==> config.mk <==
export PLATFORM = sky130hd
export DESIGN_NAME = luma16x16_modesel
export DESIGN_NICKNAME = d
export VERILOG_FILES = /design/src/rtl/luma_pkg.sv /design/src/rtl/sad_row16.sv /design/src/rtl/luma16x16_modesel.sv
export SDC_FILE = /design/constraint.sdc
export NUM_CORES = 2
export LEC_CHECK = 0
export ABC_CLOCK_PERIOD_IN_PS = 8400
export CAP_MARGIN = 20
export CORE_MARGIN = 2
export CORE_UTILIZATION = 57
export CTS_CLUSTER_SIZE = 28
export DETAILED_ROUTE_END_ITERATION = 8
export GPL_ROUTABILITY_DRIVEN = 1
export PLACE_DENSITY = 0.9
export SKIP_CTS_REPAIR_TIMING = 1
export SLEW_MARGIN = 40
export SYNTH_ARGS = -nofsm -noshare
export SYNTH_HDL_FRONTEND = slang
export SYNTH_SLANG_ARGS = --single-unit
export TNS_END_PERCENT = 5
==> constraint.sdc <==
create_clock -name clk -period 8.4 [get_ports clk]
set_clock_uncertainty 0.1 [all_clocks]
set_input_delay 1.68 -clock clk [delete_from_list [all_inputs] [get_ports clk]]
set_output_delay 1.68 -clock clk [all_outputs]
set_load 0.005 [all_outputs]
==> src/rtl/luma_pkg.sv <==
`default_nettype none
// ============================================================================
// luma_pkg : shared constants and types for the 16x16 luma intra mode selector
// Revision : 1.0
// ============================================================================
package luma_pkg;

    localparam int PIXW_DEF = 8;
    localparam int BLK_DEF  = 16;

    localparam int SADW_ROW = 12;
    localparam int SADW_MB  = 16;

    localparam logic [1:0] MODE_V  = 2'd0;
    localparam logic [1:0] MODE_H  = 2'd1;
    localparam logic [1:0] MODE_DC = 2'd2;

    typedef enum logic [1:0] {
        S_IDLE   = 2'd0,
        S_ACCUM  = 2'd1,
        S_DECIDE = 2'd2,
        S_OUT    = 2'd3
    } state_t;

endpackage
`default_nettype wire

==> src/rtl/sad_row16.sv <==
`default_nettype none
// ============================================================================
// sad_row16 : combinational sum of absolute differences over one 16-pixel row
// Revision  : 1.0
// ============================================================================
module sad_row16
    import luma_pkg::*;
#(
    parameter int PIXW = PIXW_DEF,
    parameter int BLK  = BLK_DEF
) (
    input  logic [BLK*PIXW-1:0] orig_row_i,
    input  logic [BLK*PIXW-1:0] pred_row_i,
    output logic [SADW_ROW-1:0] sad_o
);

    logic [SADW_ROW-1:0] lvl0 [BLK];
    logic [SADW_ROW-1:0] lvl1 [BLK/2];
    logic [SADW_ROW-1:0] lvl2 [BLK/4];
    logic [SADW_ROW-1:0] lvl3 [BLK/8];

    generate
        for (genvar k = 0; k < BLK; k++) begin : g_absdiff
            logic [PIXW-1:0] a;
            logic [PIXW-1:0] b;
            logic [PIXW-1:0] d;
            assign a       = orig_row_i[k*PIXW +: PIXW];
            assign b       = pred_row_i[k*PIXW +: PIXW];
            assign d       = (a > b) ? (a - b) : (b - a);
            assign lvl0[k] = SADW_ROW'(d);
        end
        // Balanced pairwise tree; 12 bits holds 16 * 255 at every level.
        for (genvar i = 0; i < BLK/2; i++) begin : g_lvl1
            assign lvl1[i] = lvl0[2*i] + lvl0[2*i+1];
        end
        for (genvar i = 0; i < BLK/4; i++) begin : g_lvl2
            assign lvl2[i] = lvl1[2*i] + lvl1[2*i+1];
        end
        for (genvar i = 0; i < BLK/8; i++) begin : g_lvl3
            assign lvl3[i] = lvl2[2*i] + lvl2[2*i+1];
        end
    endgenerate

    assign sad_o = lvl3[0] + lvl3[1];

endmodule
`default_nettype wire

==> src/rtl/luma16x16_modesel.sv <==
`default_nettype none
// ============================================================================
// luma16x16_modesel : accumulates V/H/DC SADs over a 16x16 macroblock, row per
//                     transfer, and reports the cheapest legal intra mode
// Revision          : 1.0
// ============================================================================
module luma16x16_modesel
    import luma_pkg::*;
#(
    parameter int PIXW = PIXW_DEF,
    parameter int BLK  = BLK_DEF
) (
    input  logic                clk,
    input  logic                reset,
    input  logic                in_valid,
    output logic                in_ready,
    input  logic [BLK*PIXW-1:0] orig_row,
    input  logic [BLK*PIXW-1:0] vpred_row,
    input  logic [BLK*PIXW-1:0] hpred_row,
    input  logic [PIXW-1:0]     dc_val,
    input  logic                avail_top,
    input  logic                avail_left,
    output logic                out_valid,
    input  logic                out_ready,
    output logic [1:0]          best_mode,
    output logic [SADW_MB-1:0]  best_sad
);

    state_t               state_q, state_d;
    logic [3:0]           row_cnt_q, row_cnt_d;
    logic [SADW_MB-1:0]   acc_v_q, acc_v_d;
    logic [SADW_MB-1:0]   acc_h_q, acc_h_d;
    logic [SADW_MB-1:0]   acc_dc_q, acc_dc_d;
    logic                 avail_top_q, avail_top_d;
    logic                 avail_left_q, avail_left_d;
    logic [1:0]           best_mode_q, best_mode_d;
    logic [SADW_MB-1:0]   best_sad_q, best_sad_d;

    logic [SADW_ROW-1:0]  sad_v, sad_h, sad_dc;
    logic [BLK*PIXW-1:0]  dc_row;
    logic                 xfer;
    logic [1:0]           sel_mode;
    logic [SADW_MB-1:0]   sel_sad;

    assign dc_row = {BLK{dc_val}};

    sad_row16 #(.PIXW(PIXW), .BLK(BLK)) u_sad_v (
        .orig_row_i (orig_row),
        .pred_row_i (vpred_row),
        .sad_o      (sad_v)
    );

    sad_row16 #(.PIXW(PIXW), .BLK(BLK)) u_sad_h (
        .orig_row_i (orig_row),
        .pred_row_i (hpred_row),
        .sad_o      (sad_h)
    );

    sad_row16 #(.PIXW(PIXW), .BLK(BLK)) u_sad_dc (
        .orig_row_i (orig_row),
        .pred_row_i (dc_row),
        .sad_o      (sad_dc)
    );

    assign in_ready  = (state_q == S_IDLE) || (state_q == S_ACCUM);
    assign out_valid = (state_q == S_OUT);
    assign xfer      = in_valid && in_ready;
    assign best_mode = best_mode_q;
    assign best_sad  = best_sad_q;

    // Candidates visited from highest to lowest mode with <=, so ties land low.
    always_comb begin
        sel_mode = MODE_DC;
        sel_sad  = acc_dc_q;
        if (avail_left_q && (acc_h_q <= sel_sad)) begin
            sel_mode = MODE_H;
            sel_sad  = acc_h_q;
        end
        if (avail_top_q && (acc_v_q <= sel_sad)) begin
            sel_mode = MODE_V;
            sel_sad  = acc_v_q;
        end
    end

    always_comb begin
        state_d      = state_q;
        row_cnt_d    = row_cnt_q;
        acc_v_d      = acc_v_q;
        acc_h_d      = acc_h_q;
        acc_dc_d     = acc_dc_q;
        avail_top_d  = avail_top_q;
        avail_left_d = avail_left_q;
        best_mode_d  = best_mode_q;
        best_sad_d   = best_sad_q;
        case (state_q)
            S_IDLE: begin
                if (xfer) begin
                    acc_v_d      = SADW_MB'(sad_v);
                    acc_h_d      = SADW_MB'(sad_h);
                    acc_dc_d     = SADW_MB'(sad_dc);
                    avail_top_d  = avail_top;
                    avail_left_d = avail_left;
                    row_cnt_d    = 4'd1;
                    state_d      = S_ACCUM;
                end
            end
            S_ACCUM: begin
                if (xfer) begin
                    acc_v_d   = acc_v_q + SADW_MB'(sad_v);
                    acc_h_d   = acc_h_q + SADW_MB'(sad_h);
                    acc_dc_d  = acc_dc_q + SADW_MB'(sad_dc);
                    row_cnt_d = row_cnt_q + 4'd1;
                    if (row_cnt_q == 4'd15) begin
                        state_d = S_DECIDE;
                    end
                end
            end
            S_DECIDE: begin
                best_mode_d = sel_mode;
                best_sad_d  = sel_sad;
                state_d     = S_OUT;
            end
            S_OUT: begin
                if (out_ready) begin
                    state_d = S_IDLE;
                end
            end
            default: state_d = S_IDLE;
        endcase
    end

    always_ff @(posedge clk or negedge reset) begin
        if (!reset) begin
            state_q      <= S_IDLE;
            row_cnt_q    <= '0;
            acc_v_q      <= '0;
            acc_h_q      <= '0;
            acc_dc_q     <= '0;
            avail_top_q  <= 1'b0;
            avail_left_q <= 1'b0;
            best_mode_q  <= '0;
            best_sad_q   <= '0;
        end else begin
            state_q      <= state_d;
            row_cnt_q    <= row_cnt_d;
            acc_v_q      <= acc_v_d;
            acc_h_q      <= acc_h_d;
            acc_dc_q     <= acc_dc_d;
            avail_top_q  <= avail_top_d;
            avail_left_q <= avail_left_d;
            best_mode_q  <= best_mode_d;
            best_sad_q   <= best_sad_d;
        end
    end

endmodule
`default_nettype wire

==> results of run 1 <==
metrics by stage:
stage | setup WS (ns) | area, sq um | instances
4_1_cts | -2.56 | 61600 | 8269
3_5_place_dp | -2.75 | 61300 | 8253
2_1_floorplan | -1.25 | 45900 | 5510
3_3_place_gp | -2.02 | 61300 | 8253
Yosys cell counts (97+ instances only):
master,n,share of area
mux2i_1,244,0.054
o21bai_1,97,0.016
nor2b_1,103,0.014
nand4_1,108,0.015
mux2_2,149,0.037
nand2_1,243,0.020
fa_1,282,0.12
inv_1,1019,0.084
nor2_1,190,0.016
a21o_1,237,0.039
o21ai_0,187,0.021
xor2_1,125,0.024
ha_1,1022,0.28
xnor2_1,298,0.057
a21oi_1,436,0.048
metal layers:
| metal | GRT usage | GRT overflow |
|---|---|---|
| met2 | 0.827 | 2 |
| met1 | 0.672 | 0 |
| met3 | 0.595 | 0 |
| met4 | 0.662 | 1 |
| met5 | 0.427 | 0 |
kinds of logic after synthesis:
kind of cell    count (synthesis)  synth area share
compound gates               1376             0.201
xor+xnor                      423            0.0814
fa+ha+maj                    1304             0.405
buf+inv                      1083            0.0898
flops                          74            0.0407
mux                           394            0.0908
simple gates                  856            0.0919
==> impl_summary.log, run 1 <==
[metrics] cell area after synthesis: 45500 sq um
[metrics] TritonCTS Buffers: 9
[metrics] maximum number of pins on one net before global-route repair: 75
[metrics] sequential-to-total area share from yosys stat: 0.0407
[metrics] Sink Count: 74
[metrics] overall routing resource usage: 0.691
[metrics] overall overflow remaining after global route: 3
[metrics] number of global-route vias before repair: 65768
[metrics] total of flip-flops plus latches after synthesis: 74
[metrics] final RePlAce weighted congestion: 1.09
[metrics] cell count after synthesis: 5510
[metrics] Synthesis Warnings: 0
[metrics] tool error: [ERROR GRT-0116] Global routing finished with congestion. Check the congestion regions in the DRC Viewer.
[metrics] Port-buffer cells: 417
[metrics] Clock Root Buffer: clkbuf_16
[metrics] most common flop cell mapped by yosys: dfrtp_1
[metrics] DP HPWL: 175 mm
[metrics] starting density of the core: 0.576
[metrics] per-instance average area after synthesis: 8.26 sq um
[metrics] number of enable flip-flop cells after synthesis: 0
[metrics] wire length of the first global-routing pass: 421 mm
[metrics] Unique masters post-synth: 76
[metrics] floorplan die width: 287 um
[metrics] CTS Buffer Depth: 2
[metrics] synthesized net count: 7212
[metrics] number of placement rows: 103
[metrics] die height: 287 um
[metrics] proportion of synthesized flip-flops having asynchronous set or reset: 1.00
[metrics] Top-Level Pins: 418
[metrics] stage where the flow stopped: 5_1_grt
[metrics] CTS H-tree depth: 3
[metrics] outcome: did not finish
==> run 2, diff against run 1 <==
CORE_UTILIZATION = 40   (was 57)
CTS_CLUSTER_SIZE = not set   (was 28)
PLACE_DENSITY = not set   (was 0.9)
PLACE_DENSITY_LB_ADDON = 0.15   (was not set)
==> run 2 against run 1 <==
The flow now finishes, with violations (setup timing). Synthesized cell count unchanged. Synthesized area unchanged.
==> impl_summary.log, run 2 <==
[metrics] CTS H-tree depth: 3
[metrics] xor and xnor fraction of the mapped netlist area: 0.0814
[metrics] Unique masters post-synth: 76
[metrics] crit path max fanout: 4
[metrics] Std-Cell Core Area: 113000 sq um
[metrics] most common cell after layout, fill and taps aside: buf_4
[metrics] number of iterations in the first detailed-routing pass: 6
[metrics] critical path required time: 8.53 ns
[metrics] latest clock arrival within the worst-skew pair: 0.36 ns
[metrics] sequential-to-total area share from yosys stat: 0.0407
[metrics] worst-margin pin slew: 0.754 ns
[metrics] number of nets in the layout: 9113
[metrics] most frequent cells in the layout: buf_4, inv_1, ha_1, clkdlybuf4s50_1, a21oi_1
[metrics] final period utilization: 1.15
[metrics] number of global-route vias before repair: 45210
[metrics] TritonCTS Buffers: 9
[metrics] total buffers and inverters traversed by the critical path: 8
[metrics] per-instance average area after synthesis: 8.26 sq um
[metrics] final number of setup-violating endpoints: 36
[metrics] final critical path time including I/O delays and setup: 9.68 ns
[metrics] overall routing resource usage: 0.284
[metrics] final routed DRC violation total: 0
[metrics] stage delay of the slowest cell on the critical path: 0.51 ns
[metrics] Clock Root Buffer: clkbuf_16
[metrics] adder and majority gate portion of the synthesized area: 0.405
[metrics] main combinational cell family by area after synthesis: adder cells
[metrics] number of pins exceeding their max-slew limit in the final report: 0
[metrics] setup repair after global routing missed its margin: true
[metrics] number of enable flip-flop cells after synthesis: 0
[metrics] crit path launch type: input port
[metrics] post-synthesis mux area share: 0.0908
[metrics] Port-buffer cells: 417
[metrics] number of instances in the placed design: 8820
[metrics] Top-Level Pins: 418
[metrics] DP HPWL: 153 mm
[metrics] hold violation count in the final report: 0
[metrics] starting density of the core: 0.404
[metrics] final standard cell count with taps included and fillers excluded: 8916
[metrics] die height: 341 um
[metrics] synthesized net count: 7212
[metrics] outcome: complete, but fails checks
[metrics] Routed Antenna Nets: 0
[metrics] initial DRC count: 2081
[metrics] library cell with the largest summed area after synthesis: ha_1
[metrics] fmax: 103 MHz
[metrics] worst relative slew slack: 0.497
[metrics] compound-cell area share of the yosys netlist: 0.201
[metrics] family with the most delay on the worst path: adder cells
[metrics] number of max-capacitance violations reported: 0
[metrics] total wire length: 176 mm
[metrics] synthesis-to-finish area growth: 49.1%
[metrics] overall die area: 117000 sq um
[metrics] number of placement rows: 123
[metrics] ranking of synthesized cells by area: ha_1, fa_1, inv_1
[metrics] floorplan die width: 341 um
[metrics] total of flip-flops plus latches after synthesis: 74
[metrics] cell count after synthesis: 5510
[metrics] Clk pin slew, worst setup/hold paths: 0.06 ns
[metrics] crit path DAT: 9.82 ns
[metrics] number of filler instances in the final layout: 10075
[metrics] Synthesis Warnings: 0
[metrics] wire length per cell: 19.7 um
[metrics] proportion of synthesized flip-flops having asynchronous set or reset: 1.00
[metrics] Final Worst Setup Slack: -1.28 ns
[metrics] CP max-delay cell: fa_1
[metrics] leading cell types by count after synthesis: ha_1, inv_1, a21oi_1, xnor2_1, fa_1
[metrics] total inserted antenna cells: 0
[metrics] Yosys top cell area share: 0.281
[metrics] Sink Count: 74
[metrics] most numerous cell in the Yosys netlist: ha_1
[metrics] layout cells sized above 1: 0.328
[metrics] most common flop cell mapped by yosys: dfrtp_1
[metrics] critical setup path kind: input port to flip-flop
[metrics] failing checks: setup timing
[metrics] number of antenna violations at the first check in global routing: 1
[metrics] wire length of the first global-routing pass: 257 mm
[metrics] overall overflow remaining after global route: 0
[metrics] final RePlAce weighted congestion: 0.974
[metrics] maximum number of pins on one net before global-route repair: 75
[metrics] Via density: 5.17
[metrics] CTS Buffer Depth: 2
[metrics] endpoint class of the critical path: flip-flop
[metrics] CTS tree: built
[metrics] cell area after synthesis: 45500 sq um
[metrics] type of the most critical hold path: flip-flop to flip-flop
[metrics] via total after detailed routing: 46082
[metrics] most frequent cell on the critical path: fa_1
[metrics] basic-gate share of the synthesized area counting and, or, nand and nor cells: 0.0919
==> run 2: cell counts after synthesis <==
No cell type changed its count.
==> run 2: layout make-up <==
class | instances | area (sq um) | area share
clock inverter | 6 | 90.1 | 0.00133
timing repair buffer | 1952 | 16300 | 0.240
multi-input combinational | 4354 | 43700 | 0.644
inverter | 1020 | 3840 | 0.0565
sequential | 74 | 1850 | 0.0273
tap | 1500 | 1880 | 0.0276
clock buffer | 10 | 239 | 0.00352
==> run 2: path summary, 6_finish.rpt <==
kind,from,endpoint,slack [ns],cells past startpoint
max reg2reg,acc_dc_q[12],best_sad[5],3.47,17
max in group asynchronous,reset,acc_v_q[3],6.43,1
min,best_sad[0],best_sad[0],0.39,2
min reg2reg,best_sad[0],best_sad[0],0.39,2
min in group asynchronous,reset,best_mode[1],1.27,1
max,vpred_row[120],acc_v_q[11],-1.28,37
==> run 2: stage by stage <==
stage                     setup WS, ns  area [sq um]   util  TNS, ns  hold slack [ns]
after floorplan                  -1.25         45900      -   -22.05            0.366
after global placement           -2.11         62800  0.557   -58.75            0.384
after detailed placement         -2.23         62800  0.558   -62.65            0.379
after CTS                        -1.90         63100  0.560   -49.47            0.400
after global routing             -1.61         67900  0.603   -40.54            0.417
final                            -1.28         67900  0.603   -30.04            0.393
==> run 2: cells by family after synthesis <==
group,Yosys count
XOR/XNOR,423
adder cells (fa/ha/maj),1304
multiplexers,394
flip-flops,74
AO/OA/AOI/OAI,1376
AND/OR/NAND/NOR,856
buffers and inverters,1083
==> run 2: routing by layer <==
metal / up-vias / GRT usage / routed length [um]
li1: 22667 / - / -
met1: 22087 / 0.370 / 75600
met2: 1083 / 0.502 / 85200
met3: 245 / 0.0248 / 8270
met4: 0 / 0.0744 / 6600
met5: - / 0 / 0
==> run 2: worst min-delay path: stages, from the launching register on <==
cell,delay [ns]
dfrtp_1,0.34
nand2b_1,0.06
o221ai_1,0.06
Power of run 2 is not shown: default switching activity piles up to over one toggle a cycle in this logic, so the estimate is an artifact.
